[src/rtl/alu_pkg.sv]
// Shared definitions for the multicycle ALU: control width, operation
// encodings and FSM state encoding.
package alu_pkg;

    localparam int CTRL_W = 3;

    localparam logic [CTRL_W-1:0] ALU_ADD  = 3'b000;
    localparam logic [CTRL_W-1:0] ALU_MUL  = 3'b001;
    localparam logic [CTRL_W-1:0] ALU_SUB  = 3'b010;
    localparam logic [CTRL_W-1:0] ALU_AND  = 3'b011;
    localparam logic [CTRL_W-1:0] ALU_OR   = 3'b100;
    localparam logic [CTRL_W-1:0] ALU_XOR  = 3'b101;
    localparam logic [CTRL_W-1:0] ALU_SLT  = 3'b110;
    localparam logic [CTRL_W-1:0] ALU_RSVD = 3'b111;

    typedef enum logic [1:0] {
        ST_IDLE = 2'd0,
        ST_MUL  = 2'd1,
        ST_DONE = 2'd2
    } state_t;

endpackage

[src/rtl/alu_mul_iter.sv]
// Iterative unsigned shift-add multiplier. One partial product per cycle,
// WIDTH iterations after start. product is the accumulator value that the
// current iteration produces, so it is final in the cycle done is high.
module alu_mul_iter #(
    parameter int WIDTH = 32
) (
    input  logic               clock,
    input  logic               reset_n,
    input  logic               start,
    input  logic [WIDTH-1:0]   op1,
    input  logic [WIDTH-1:0]   op2,
    output logic               done,
    output logic [2*WIDTH-1:0] product
);

    localparam int CNT_W = (WIDTH > 1) ? $clog2(WIDTH) : 1;

    logic               r_busy;
    logic [CNT_W-1:0]   r_cnt;
    logic [2*WIDTH-1:0] r_acc;
    logic [2*WIDTH-1:0] r_mcand;
    logic [WIDTH-1:0]   r_mplier;
    logic [2*WIDTH-1:0] w_acc_next;

    // Accumulator value after the current iteration's conditional add
    always_comb begin
        w_acc_next = r_acc + (r_mplier[0] ? r_mcand : '0);
    end

    assign product = w_acc_next;
    assign done    = r_busy && (r_cnt == '0);

    // Load operands on start, then shift-add once per cycle until the count expires
    always_ff @(posedge clock or negedge reset_n) begin
        if (!reset_n) begin
            r_busy   <= 1'b0;
            r_cnt    <= '0;
            r_acc    <= '0;
            r_mcand  <= '0;
            r_mplier <= '0;
        end else if (start) begin
            r_busy   <= 1'b1;
            r_cnt    <= CNT_W'(WIDTH - 1);
            r_acc    <= '0;
            r_mcand  <= {{WIDTH{1'b0}}, op1};
            r_mplier <= op2;
        end else if (r_busy) begin
            r_acc    <= w_acc_next;
            r_mcand  <= r_mcand << 1;
            r_mplier <= r_mplier >> 1;
            if (r_cnt == '0) begin
                r_busy <= 1'b0;
            end else begin
                r_cnt <= r_cnt - 1'b1;
            end
        end
    end

endmodule

[src/rtl/multicycle_alu.sv]
// Handshaked ALU: single-cycle ops finish in one cycle, MUL runs the
// iterative multiplier. Results are held until the consumer takes them.
module multicycle_alu
    import alu_pkg::*;
#(
    parameter int WIDTH  = 32,
    parameter int CTRL_W = alu_pkg::CTRL_W
) (
    input  logic              clock,
    input  logic              reset_n,
    input  logic              in_valid,
    output logic              in_ready,
    input  logic [WIDTH-1:0]  op1,
    input  logic [WIDTH-1:0]  op2,
    input  logic [CTRL_W-1:0] aluCtrl,
    output logic              out_valid,
    input  logic              out_ready,
    output logic [WIDTH-1:0]  result,
    output logic              zero,
    output logic              overflow,
    output logic              err,
    output logic              busy
);

    state_t             r_state;
    state_t             w_state_next;
    logic [WIDTH-1:0]   r_result;
    logic               r_zero;
    logic               r_zero_pend;
    logic               r_overflow;
    logic               r_err;

    logic               w_accept;
    logic               w_is_mul;
    logic               w_mul_done;
    logic [2*WIDTH-1:0] w_product;
    logic [WIDTH-1:0]   w_sum;
    logic [WIDTH-1:0]   w_diff;
    logic [WIDTH-1:0]   w_res;
    logic               w_ovf;
    logic               w_err;

    assign in_ready  = (r_state == ST_IDLE);
    assign out_valid = (r_state == ST_DONE);
    assign busy      = (r_state != ST_IDLE);
    assign w_accept  = in_valid && in_ready;
    assign w_is_mul  = (aluCtrl == ALU_MUL);
    assign w_sum     = op1 + op2;
    assign w_diff    = op1 - op2;

    assign result    = r_result;
    assign zero      = r_zero;
    assign overflow  = r_overflow;
    assign err       = r_err;

    alu_mul_iter #(
        .WIDTH(WIDTH)
    ) u_mul (
        .clock   (clock),
        .reset_n (reset_n),
        .start   (w_accept && w_is_mul),
        .op1     (op1),
        .op2     (op2),
        .done    (w_mul_done),
        .product (w_product)
    );

    // Single-cycle datapath and its flags
    always_comb begin
        w_res = '0;
        w_ovf = 1'b0;
        w_err = 1'b0;
        case (aluCtrl)
            ALU_ADD: begin
                w_res = w_sum;
                w_ovf = (op1[WIDTH-1] == op2[WIDTH-1]) && (w_sum[WIDTH-1] != op1[WIDTH-1]);
            end
            ALU_SUB: begin
                w_res = w_diff;
                w_ovf = (op1[WIDTH-1] != op2[WIDTH-1]) && (w_diff[WIDTH-1] != op1[WIDTH-1]);
            end
            ALU_AND: w_res = op1 & op2;
            ALU_OR:  w_res = op1 | op2;
            ALU_XOR: w_res = op1 ^ op2;
            ALU_SLT: w_res = {{(WIDTH-1){1'b0}}, ($signed(op1) < $signed(op2))};
            ALU_MUL: w_res = '0;
            default: w_err = 1'b1;
        endcase
    end

    // State register
    always_ff @(posedge clock or negedge reset_n) begin
        if (!reset_n) begin
            r_state <= ST_IDLE;
        end else begin
            r_state <= w_state_next;
        end
    end

    // Next-state logic
    always_comb begin
        w_state_next = r_state;
        case (r_state)
            ST_IDLE: if (w_accept) w_state_next = w_is_mul ? ST_MUL : ST_DONE;
            ST_MUL:  if (w_mul_done) w_state_next = ST_DONE;
            ST_DONE: if (out_ready) w_state_next = ST_IDLE;
            default: w_state_next = ST_IDLE;
        endcase
    end

    // Output registers: written only at completion so they stay stable while held
    always_ff @(posedge clock or negedge reset_n) begin
        if (!reset_n) begin
            r_result    <= '0;
            r_zero      <= 1'b0;
            r_zero_pend <= 1'b0;
            r_overflow  <= 1'b0;
            r_err       <= 1'b0;
        end else if (w_accept && !w_is_mul) begin
            r_result   <= w_res;
            r_zero     <= (op1 == op2);
            r_overflow <= w_ovf;
            r_err      <= w_err;
        end else if (w_accept) begin
            // MUL: remember the operand comparison until the product is ready
            r_zero_pend <= (op1 == op2);
        end else if ((r_state == ST_MUL) && w_mul_done) begin
            r_result   <= w_product[WIDTH-1:0];
            r_overflow <= |w_product[2*WIDTH-1:WIDTH];
            r_zero     <= r_zero_pend;
            r_err      <= 1'b0;
        end
    end

endmodule

[config.mk]
export PLATFORM = sky130hd
export DESIGN_NAME = multicycle_alu
export DESIGN_NICKNAME = d
export VERILOG_FILES = /design/src/rtl/alu_pkg.sv /design/src/rtl/alu_mul_iter.sv /design/src/rtl/multicycle_alu.sv
export SDC_FILE = /design/constraint.sdc
export NUM_CORES = 1
export LEC_CHECK = 0
export BUFFER_PORTS_ARGS = -buffer_cell sky130_fd_sc_hd__buf_2
export CELL_PAD_IN_SITES_DETAIL_PLACEMENT = 1
export CELL_PAD_IN_SITES_GLOBAL_PLACEMENT = 1
export CORE_UTILIZATION = 50
export DETAILED_ROUTE_END_ITERATION = 10
export PLACE_DENSITY_LB_ADDON = 0.1
export SKIP_LAST_GASP = 1
export SYNTH_ARGS = -nofsm -noshare
export SYNTH_HDL_FRONTEND = slang
export SYNTH_SLANG_ARGS = --single-unit
[constraint.sdc]
create_clock -name clock -period 9.53 [get_ports clock]
set_input_delay 1.4295 -clock clock [delete_from_list [all_inputs] [get_ports clock]]
set_output_delay 1.4295 -clock clock [all_outputs]
set_load 0.1 [all_outputs]
==> impl_results.html, run 1 <==
<table>
<tr><th>Metric</th><th>Value</th></tr>
<tr><th colspan="2">Run status</th></tr>
<tr><td>Status</td><td>finished with violations</td></tr>
<tr><td>Violations in the final reports</td><td>DRC</td></tr>
<tr><th colspan="2">Yosys</th></tr>
<tr><td>Number of warnings issued by yosys</td><td>0</td></tr>
<tr><td>Mean cell area of the mapped netlist</td><td>7.98 µm²</td></tr>
<tr><td>Mapped Cells</td><td>2297</td></tr>
<tr><td>Number of synthesized flops with an enable pin</td><td>0</td></tr>
<tr><td>Sequential cell area fraction in the yosys report</td><td>27.9%</td></tr>
<tr><td>Fraction of registers with async set or reset after synthesis</td><td>100%</td></tr>
<tr><td>Flip-flop and latch count after synthesis</td><td>204</td></tr>
<tr><td>Syn nets</td><td>2532</td></tr>
<tr><td>Largest cells by area after synthesis</td><td>dfrtp_1 (28%), ha_1 (11%), mux2i_1 (9.0%)</td></tr>
<tr><td>Area of the mapped netlist</td><td>18300 µm²</td></tr>
<tr><td>Library cell with the largest summed area after synthesis</td><td>dfrtp_1</td></tr>
<tr><td>Area share of the leading cell type in the synthesized netlist</td><td>27.9%</td></tr>
<tr><td>Cell with the most instances after synthesis</td><td>nor2_1</td></tr>
<tr><td>Ys flop type</td><td>dfrtp_1</td></tr>
<tr><td>Ranking of synthesized cells by instance count</td><td>nor2_1 (217), nand2_1 (215), dfrtp_1 (204)</td></tr>
<tr><td>Count of unique library cells instantiated by Yosys</td><td>74</td></tr>
<tr><th colspan="2">Routing</th></tr>
<tr><td>DRC errors left</td><td>2</td></tr>
<tr><td>Mean routed wirelength per cell</td><td>23.6 µm</td></tr>
<tr><td>Via count</td><td>17600</td></tr>
<tr><td>Post-route ant nets</td><td>0</td></tr>
<tr><td>Ratio of routed vias to standard cells</td><td>6.30</td></tr>
<tr><td>First-pass DRT Iterations</td><td>8</td></tr>
<tr><td>Detailed-route wire length</td><td>65900 µm</td></tr>
<tr><td>DRT iter0 DRCs</td><td>1057</td></tr>
<tr><th colspan="2">Power and ir drop</th></tr>
<tr><td>Static Leakage</td><td>9.98 nW</td></tr>
<tr><td>Power Total</td><td>6.00 mW</td></tr>
<tr><td>Worst VDD drop</td><td>0.178 mV</td></tr>
<tr><td>Areal power density over the cells</td><td>299 nW/µm²</td></tr>
<tr><th colspan="2">Hold path</th></tr>
<tr><td>Class of the most critical hold timing path</td><td>reg -&gt; reg</td></tr>
<tr><td>Min-Delay Endpoint</td><td>r_zero_pend</td></tr>
<tr><td>Start point of the worst min-delay path</td><td>r_zero_pend</td></tr>
<tr><td>Hold Path Cell Cnt</td><td>2</td></tr>
<tr><th colspan="2">Setup path</th></tr>
<tr><td>Kind of end point of the critical path</td><td>flip-flop</td></tr>
<tr><td>Crit path buffers/inverters</td><td>2</td></tr>
<tr><td>Critical path, cell by cell</td><td>buf_4 -&gt; and2_1 -&gt; ha_1 -&gt; inv_1 -&gt; fa_1 -&gt; nand2b_1 -&gt; a211oi_1 -&gt; o21ai_1 -&gt; a311oi_1 -&gt; a2111o_1 -&gt; and3_4 -&gt; o21ai_0 -&gt; a2111oi_2 -&gt; nand3_1 -&gt; nor4_2 -&gt; a21oi_1</td></tr>
<tr><td>Maximum fanout along the worst path</td><td>64</td></tr>
<tr><td>Startpoint of the worst register-to-register path</td><td>u_mul.r_mplier[0]</td></tr>
<tr><td>Data required time of the worst path</td><td>9.98 ns</td></tr>
<tr><td>CP max stage cell</td><td>buf_4</td></tr>
<tr><td>Critical path launch point type</td><td>flip-flop</td></tr>
<tr><td>Worst reg2reg path depth</td><td>16</td></tr>
<tr><td>Delay of the slowest cell on the worst path</td><td>0.51 ns</td></tr>
<tr><td>Endpoint of the most critical register-to-register path</td><td>overflow</td></tr>
<tr><td>Crit path kind</td><td>reg -&gt; reg</td></tr>
<tr><td>Stages on worst setup path</td><td>16</td></tr>
<tr><td>Category of cells accounting for the largest share of critical-path delay</td><td>compound AO/OA/AOI/OAI gates</td></tr>
<tr><td>Worst-case register-to-register setup slack</td><td>4.72 ns</td></tr>
<tr><td>Worst path arrival time</td><td>5.26 ns</td></tr>
<tr><th colspan="2">Timing</th></tr>
<tr><td>Unrepaired setup endpoints after global routing</td><td>no</td></tr>
<tr><td>Max-slew violation count</td><td>0</td></tr>
<tr><td>Tightest Pin Transition</td><td>1.12 ns</td></tr>
<tr><td>Max Clock Skew</td><td>0.0265 ns</td></tr>
<tr><td>Number of failing hold endpoints at the final stage</td><td>0</td></tr>
<tr><td>Final period utilization</td><td>50.5%</td></tr>
<tr><td>FMAX</td><td>0.208 GHz</td></tr>
<tr><td>Worst slew slack as a fraction of its limit</td><td>25.4%</td></tr>
<tr><td>Final setup vio count</td><td>0</td></tr>
<tr><td>Setup TNS</td><td>0 ns</td></tr>
<tr><td>Minimum period implied by the final worst setup slack</td><td>4.81 ns</td></tr>
<tr><th colspan="2">Floorplan</th></tr>
<tr><td>IO Pins</td><td>109</td></tr>
<tr><td>Die Footprint</td><td>37400 µm²</td></tr>
<tr><td>Rows</td><td>69</td></tr>
<tr><td>Standard cell core area</td><td>35800 µm²</td></tr>
<tr><td>Die extent in x</td><td>193 µm</td></tr>
<tr><td>Y dimension of the die</td><td>193 µm</td></tr>
<tr><td>Starting density of the core</td><td>51.1%</td></tr>
<tr><th colspan="2">Clock network</th></tr>
<tr><td>Num CTS Buffers</td><td>26</td></tr>
<tr><td>Post-CTS resize count</td><td>0</td></tr>
<tr><td>Clock transition at path regs</td><td>0.07 ns</td></tr>
<tr><td>TritonCTS clock tree</td><td>done</td></tr>
<tr><td>Clock sinks</td><td>204</td></tr>
<tr><td>Deepest clock path buffer count</td><td>3</td></tr>
<tr><td>Post-CTS setup buffer count</td><td>0</td></tr>
<tr><td>Worst skew pair latency</td><td>0.58 ns</td></tr>
<tr><td>Post-cts hold buffer count</td><td>0</td></tr>
<tr><td>H-tree lvl count</td><td>1</td></tr>
<tr><td>Buffer type at the clock tree root</td><td>clkbuf_16</td></tr>
<tr><th colspan="2">Placement</th></tr>
<tr><td>Number of buffers added on ports</td><td>108</td></tr>
<tr><td>Number of placed instances with taps included</td><td>2751</td></tr>
<tr><td>Post-Place Cell Area</td><td>19100 µm²</td></tr>
<tr><td>Global placement routability congestion</td><td>0.937</td></tr>
<tr><td>DPL Wire Length</td><td>48400 µm</td></tr>
<tr><th colspan="2">GRT</th></tr>
<tr><td>First-pass GRT wire length</td><td>105000 µm</td></tr>
<tr><td>Initial antenna violation count</td><td>0</td></tr>
<tr><td>All-Layer GR Usage</td><td>35.0%</td></tr>
<tr><td>Pin count of the biggest net entering global routing</td><td>218</td></tr>
<tr><td>Vias in the first global route</td><td>18400</td></tr>
<tr><td>Remaining Overflow, GRT</td><td>0</td></tr>
<tr><th colspan="2">Layout</th></tr>
<tr><td>Share of final-layout standard cells stronger than drive strength 1</td><td>8.52%</td></tr>
<tr><td>Final Util</td><td>56.0%</td></tr>
<tr><td>Summed area of non-filler cells in the final layout</td><td>20100 µm²</td></tr>
<tr><td>Final net count</td><td>2553</td></tr>
<tr><td>Antenna diodes</td><td>0</td></tr>
<tr><td>Final std cells w/o fill</td><td>2797</td></tr>
<tr><td>Area growth from synthesis to final layout</td><td>9.48%</td></tr>
<tr><th colspan="2">Flow run</th></tr>
<tr><td>Total of max-cap violations</td><td>0</td></tr>
</table>
## stage by stage
step / worst slack (ns) / hold WS [ns]
2_1_floorplan: 5.36 / 0.446
5_1_grt: 4.42 / 0.519
3_3_place_gp: 4.38 / 0.463
4_1_cts: 4.73 / 0.501
3_5_place_dp: 4.36 / 0.488
6_report: 4.72 / 0.508
## final cells by class
cell class,count,area [µm²]
multi-input combinational,1832,12200
fill,4396,15800
clock inverter,11,191
clock buffer,35,764
timing repair buffer,126,698
tap,461,577
inverter,128,480
sequential,204,5110
## layer usage
layer	routed length [µm]	track usage, %
met5	0	0
met4	1910	9.90
met3	3110	3.56
met2	31500	59.8
met1	29400	47.0
## power breakdown
group,switching (mW),internal [mW],total (mW)
Clock,0.412,0.693,1.10
Combinational,2.24,1.08,3.32
Sequential,0.333,1.24,1.57
Total,2.99,3.02,6.00
## registers in the layout (all words and copies together), names as in the netlist
register / cells
u_mul.r_acc: 64
u_mul.r_mcand: 64
result: 32
u_mul.r_mplier: 32
u_mul.r_cnt: 5
r_state: 2
err: 1
overflow: 1
r_zero_pend: 1
u_mul.r_busy: 1
zero: 1
## tightest hold or removal path, cell delays in order, from the launching register on
cell and delay, ns:
dfrtp_1 0.34, nand2_1 0.06, nand2_1 0.07
## how the worst max path moves through the flow
stage | startpoint | to | slack, ns
floorplan | r_state[0] | busy | 5.36
CTS | u_mul.r_mplier[0] | overflow | 4.73
global route | u_mul.r_mplier[0] | overflow | 4.42
finish | u_mul.r_mplier[0] | overflow | 4.72
detailed placement | op1[1] | result[27] | 4.36
global placement | op1[1] | result[27] | 4.38
## layout by cell type (no fill, tap or decap), types with 74 or more instances in the layout
| cell type | n |
|---|---|
| o21ai_0 | 194 |
| a21oi_1 | 184 |
| dfrtp_1 | 203 |
| mux2i_1 | 164 |
| and2_1 | 74 |
| nand2_1 | 215 |
| nor2_1 | 214 |
| ha_1 | 161 |
| buf_2 | 107 |
| inv_1 | 125 |
## cell families after synthesis
logic type,synth area share [%]
adder cells (fa/ha/maj),11.3
AND/OR/NAND/NOR,19.1
flip-flops,27.9
multiplexers,9.27
XOR/XNOR,3.62
AO/OA/AOI/OAI,23.4
buffers and inverters,5.41
Note: power is estimated with default switching activity, not from simulation.
==> run 2: changes to the inputs <==
Settings changed: CORE_UTILIZATION 50 to 43.
Clock period 9.53 ns to 4 ns, I/O delays scaled along.
==> impl_results.html, run 2 (synthesis gave the netlist of run 1 again) <==
<table>
<tr><th>Metric</th><th>Value</th></tr>
<tr><th colspan="2">Run status</th></tr>
<tr><td>Status</td><td>finished with violations (unchanged)</td></tr>
<tr><td>Violations in the final reports</td><td>hold timing (was DRC)</td></tr>
<tr><th colspan="2">Setup path</th></tr>
<tr><td>Dominant cell type by count on the critical path</td><td>nand4_1</td></tr>
<tr><td>Maximum fanout along the worst path</td><td>15 (was 64)</td></tr>
<tr><td>Crit path buffers/inverters</td><td>2 (unchanged)</td></tr>
<tr><td>Worst path arrival time</td><td>4.39 ns (was 5.26 ns)</td></tr>
<tr><td>Kind of end point of the critical path</td><td>flip-flop (unchanged)</td></tr>
<tr><td>Critical path launch point type</td><td>flip-flop (unchanged)</td></tr>
<tr><td>Delay of the slowest cell on the worst path</td><td>0.57 ns (was 0.51 ns)</td></tr>
<tr><td>Category of cells accounting for the largest share of critical-path delay</td><td>simple AND/OR/NAND/NOR gates (was compound AO/OA/AOI/OAI gates)</td></tr>
<tr><td>Crit path kind</td><td>reg -&gt; reg (unchanged)</td></tr>
<tr><td>CP max stage cell</td><td>or4_4 (was buf_4)</td></tr>
<tr><td>Data required time of the worst path</td><td>4.45 ns (was 9.98 ns)</td></tr>
<tr><td>Critical path, cell by cell</td><td>buf_4 -&gt; buf_12 -&gt; and2_1 -&gt; ha_4 -&gt; nand4_1 -&gt; or4_4 -&gt; or2_0 -&gt; nor2_2 -&gt; a2111o_1 -&gt; nand3_1 -&gt; a211o_1 -&gt; a311oi_2 -&gt; nand4_1 -&gt; nor4_2 -&gt; a21oi_1 (was buf_4 -&gt; and2_1 -&gt; ha_1 -&gt; inv_1 -&gt; fa_1 -&gt; nand2b_1 -&gt; a211oi_1 -&gt; o21ai_1 -&gt; a311oi_1 -&gt; a2111o_1 -&gt; and3_4 -&gt; o21ai_0 -&gt; a2111oi_2 -&gt; nand3_1 -&gt; nor4_2 -&gt; a21oi_1)</td></tr>
<tr><th colspan="2">Power and ir drop</th></tr>
<tr><td>Static Leakage</td><td>10.8 nW (was 9.98 nW)</td></tr>
<tr><td>Areal power density over the cells</td><td>694 nW/µm² (was 299 nW/µm²)</td></tr>
<tr><td>Worst VDD drop</td><td>0.429 mV (was 0.178 mV)</td></tr>
<tr><td>Power Total</td><td>15.1 mW (was 6.00 mW)</td></tr>
<tr><th colspan="2">Flow run</th></tr>
<tr><td>Total of max-cap violations</td><td>0 (unchanged)</td></tr>
<tr><th colspan="2">Timing</th></tr>
<tr><td>Number of failing hold endpoints at the final stage</td><td>3 (was 0)</td></tr>
<tr><td>Tightest Pin Transition</td><td>0.940 ns (was 1.12 ns)</td></tr>
<tr><td>Unrepaired setup endpoints after global routing</td><td>yes (was no)</td></tr>
<tr><td>Setup TNS</td><td>0 ns (unchanged)</td></tr>
<tr><td>Max-slew violation count</td><td>0 (unchanged)</td></tr>
<tr><td>Worst hold slack across all endpoints</td><td>-0.0158 ns (was 0.508 ns)</td></tr>
<tr><td>Worst slew slack as a fraction of its limit</td><td>37.2% (was 25.4%)</td></tr>
<tr><td>Final period utilization</td><td>98.6% (was 50.5%)</td></tr>
<tr><td>Max Clock Skew</td><td>0.0219 ns (was 0.0265 ns)</td></tr>
<tr><td>Worst-case setup margin in the final layout</td><td>0.0572 ns (was 4.72 ns)</td></tr>
<tr><td>Minimum period implied by the final worst setup slack</td><td>3.94 ns (was 4.81 ns)</td></tr>
<tr><td>FMAX</td><td>0.254 GHz (was 0.208 GHz)</td></tr>
<tr><td>Final setup vio count</td><td>0 (unchanged)</td></tr>
<tr><th colspan="2">GRT</th></tr>
<tr><td>Vias in the first global route</td><td>18700 (was 18400)</td></tr>
<tr><td>All-Layer GR Usage</td><td>30.8% (was 35.0%)</td></tr>
<tr><td>Remaining Overflow, GRT</td><td>0 (unchanged)</td></tr>
<tr><td>First-pass GRT wire length</td><td>106000 µm (was 105000 µm)</td></tr>
<tr><td>Pin count of the biggest net entering global routing</td><td>119 (was 218)</td></tr>
<tr><td>Initial antenna violation count</td><td>3 (was 0)</td></tr>
<tr><th colspan="2">Clock network</th></tr>
<tr><td>Num CTS Buffers</td><td>26 (unchanged)</td></tr>
<tr><td>H-tree lvl count</td><td>1 (unchanged)</td></tr>
<tr><td>Worst skew pair latency</td><td>0.57 ns (was 0.58 ns)</td></tr>
<tr><td>Deepest clock path buffer count</td><td>3 (unchanged)</td></tr>
<tr><td>Clock transition at path regs</td><td>0.07 ns (about the same)</td></tr>
<tr><td>Clock sinks</td><td>204 (unchanged)</td></tr>
<tr><td>Buffer type at the clock tree root</td><td>clkbuf_16 (unchanged)</td></tr>
<tr><td>TritonCTS clock tree</td><td>done (unchanged)</td></tr>
<tr><th colspan="2">Placement</th></tr>
<tr><td>Post-Place Cell Area</td><td>20600 µm² (was 19100 µm²)</td></tr>
<tr><td>Number of placed instances with taps included</td><td>3013 (was 2751)</td></tr>
<tr><td>DPL Wire Length</td><td>51900 µm (was 48400 µm)</td></tr>
<tr><td>Number of buffers added on ports</td><td>108 (unchanged)</td></tr>
<tr><td>Global placement routability congestion</td><td>0.910 (was 0.937)</td></tr>
<tr><td>Post-Place Worst Slack</td><td>-0.173 ns (was 4.36 ns)</td></tr>
<tr><th colspan="2">Floorplan</th></tr>
<tr><td>Standard cell core area</td><td>41900 µm² (was 35800 µm²)</td></tr>
<tr><td>Die extent in x</td><td>208 µm (was 193 µm)</td></tr>
<tr><td>Y dimension of the die</td><td>208 µm (was 193 µm)</td></tr>
<tr><td>Die Footprint</td><td>43400 µm² (was 37400 µm²)</td></tr>
<tr><td>Starting density of the core</td><td>43.7% (was 51.1%)</td></tr>
<tr><td>Rows</td><td>75 (was 69)</td></tr>
<tr><td>IO Pins</td><td>109 (unchanged)</td></tr>
<tr><th colspan="2">Layout</th></tr>
<tr><td>Final net count</td><td>2743 (was 2553)</td></tr>
<tr><td>Final std cells w/o fill</td><td>3064 (was 2797)</td></tr>
<tr><td>Biggest registers after layout</td><td>u_mul.r_acc: 64 flops, u_mul.r_mcand: 64 flops (unchanged)</td></tr>
<tr><td>Share of final-layout standard cells stronger than drive strength 1</td><td>16.7% (was 8.52%)</td></tr>
<tr><td>Commonest cells after routing, fill and taps aside</td><td>nand2_1 (215), nor2_1 (213), dfrtp_1 (202), buf_4 (202), o21ai_0 (192) (was nand2_1 (215), nor2_1 (214), dfrtp_1 (203))</td></tr>
<tr><td>Area growth from synthesis to final layout</td><td>18.9% (was 9.48%)</td></tr>
<tr><td>Summed area of non-filler cells in the final layout</td><td>21800 µm² (was 20100 µm²)</td></tr>
<tr><td>Most frequent standard cell in the layout excluding fill and tap cells</td><td>nand2_1 (unchanged)</td></tr>
<tr><th colspan="2">Routing</th></tr>
<tr><td>First-pass DRT Iterations</td><td>5 (was 8)</td></tr>
<tr><td>Post-route ant nets</td><td>0 (unchanged)</td></tr>
<tr><td>Detailed-route wire length</td><td>67400 µm (was 65900 µm)</td></tr>
<tr><td>DRC errors left</td><td>0 (was 2)</td></tr>
<tr><td>Via count</td><td>18100 (was 17600)</td></tr>
<tr><td>DRT iter0 DRCs</td><td>885 (was 1057)</td></tr>
<tr><td>Mean routed wirelength per cell</td><td>22.0 µm (was 23.6 µm)</td></tr>
<tr><td>Ratio of routed vias to standard cells</td><td>5.89 (was 6.30)</td></tr>
<tr><th colspan="2">Hold path</th></tr>
<tr><td>Class of the most critical hold timing path</td><td>in -&gt; async (was reg -&gt; reg)</td></tr>
</table>
==> run 2: routing by layer <==
layer	up-vias	GRT usage (%)	share of wire (%)
met5	-	0	0.036
met4	4	7.08	2.8
met3	95	3.37	3.3
met2	335	53.7	48
met1	9003	40.5	46
li1	8613	-	-
==> run 2: cell type report <==
class                      count  area, µm²
timing repair buffer         316       2190
antenna                        1       2.50
fill                        5114      20200
inverter                     128        480
sequential                   204       5110
multi-input combinational   1832      12500
clock inverter                13        135
tap                          539        674
clock buffer                  31        701
==> run 2: worst paths after layout <==
| check | start | endpoint | slack [ns] | cells past startpoint |
|---|---|---|---|---|
| max | u_mul.r_mplier[0] | overflow | 0.06 | 15 |
| min reg2reg | result[9] | result[9] | 0.49 | 1 |
| max reg2reg | u_mul.r_mplier[0] | overflow | 0.06 | 15 |
| min | reset_n | u_mul.r_cnt[2] | -0.02 | 1 |
| min in group clock | op2[2] | u_mul.r_mplier[2] | 0.28 | 3 |
| max in group asynchronous | reset_n | u_mul.r_mplier[26] | 2.91 | 2 |
==> run 2: report_power, final <==
part	switching [mW]	internal [mW]
clock network	1.01	1.37
registers	0.722	2.96
logic	5.61	3.45
==> run 2: repair_timing <==
action / 4_1_cts / 5_1_grt
resized for setup: 10 / 33
pin swaps: 3 / 15
endpoints found under the setup margin: 2 / 6
hold buffers: 0 / 0
buffers inserted: 1 / 5
==> run 2: stage by stage <==
| step | hold slack (ns) | utilization [%] |
|---|---|---|
| floorplan | 0.304 | - |
| global placement | 0.459 | 49.2 |
| detailed placement | 0.474 | 49.2 |
| CTS | 0.00853 | 51.4 |
| global route | 0.0258 | 51.9 |
| finish | -0.0158 | 51.9 |
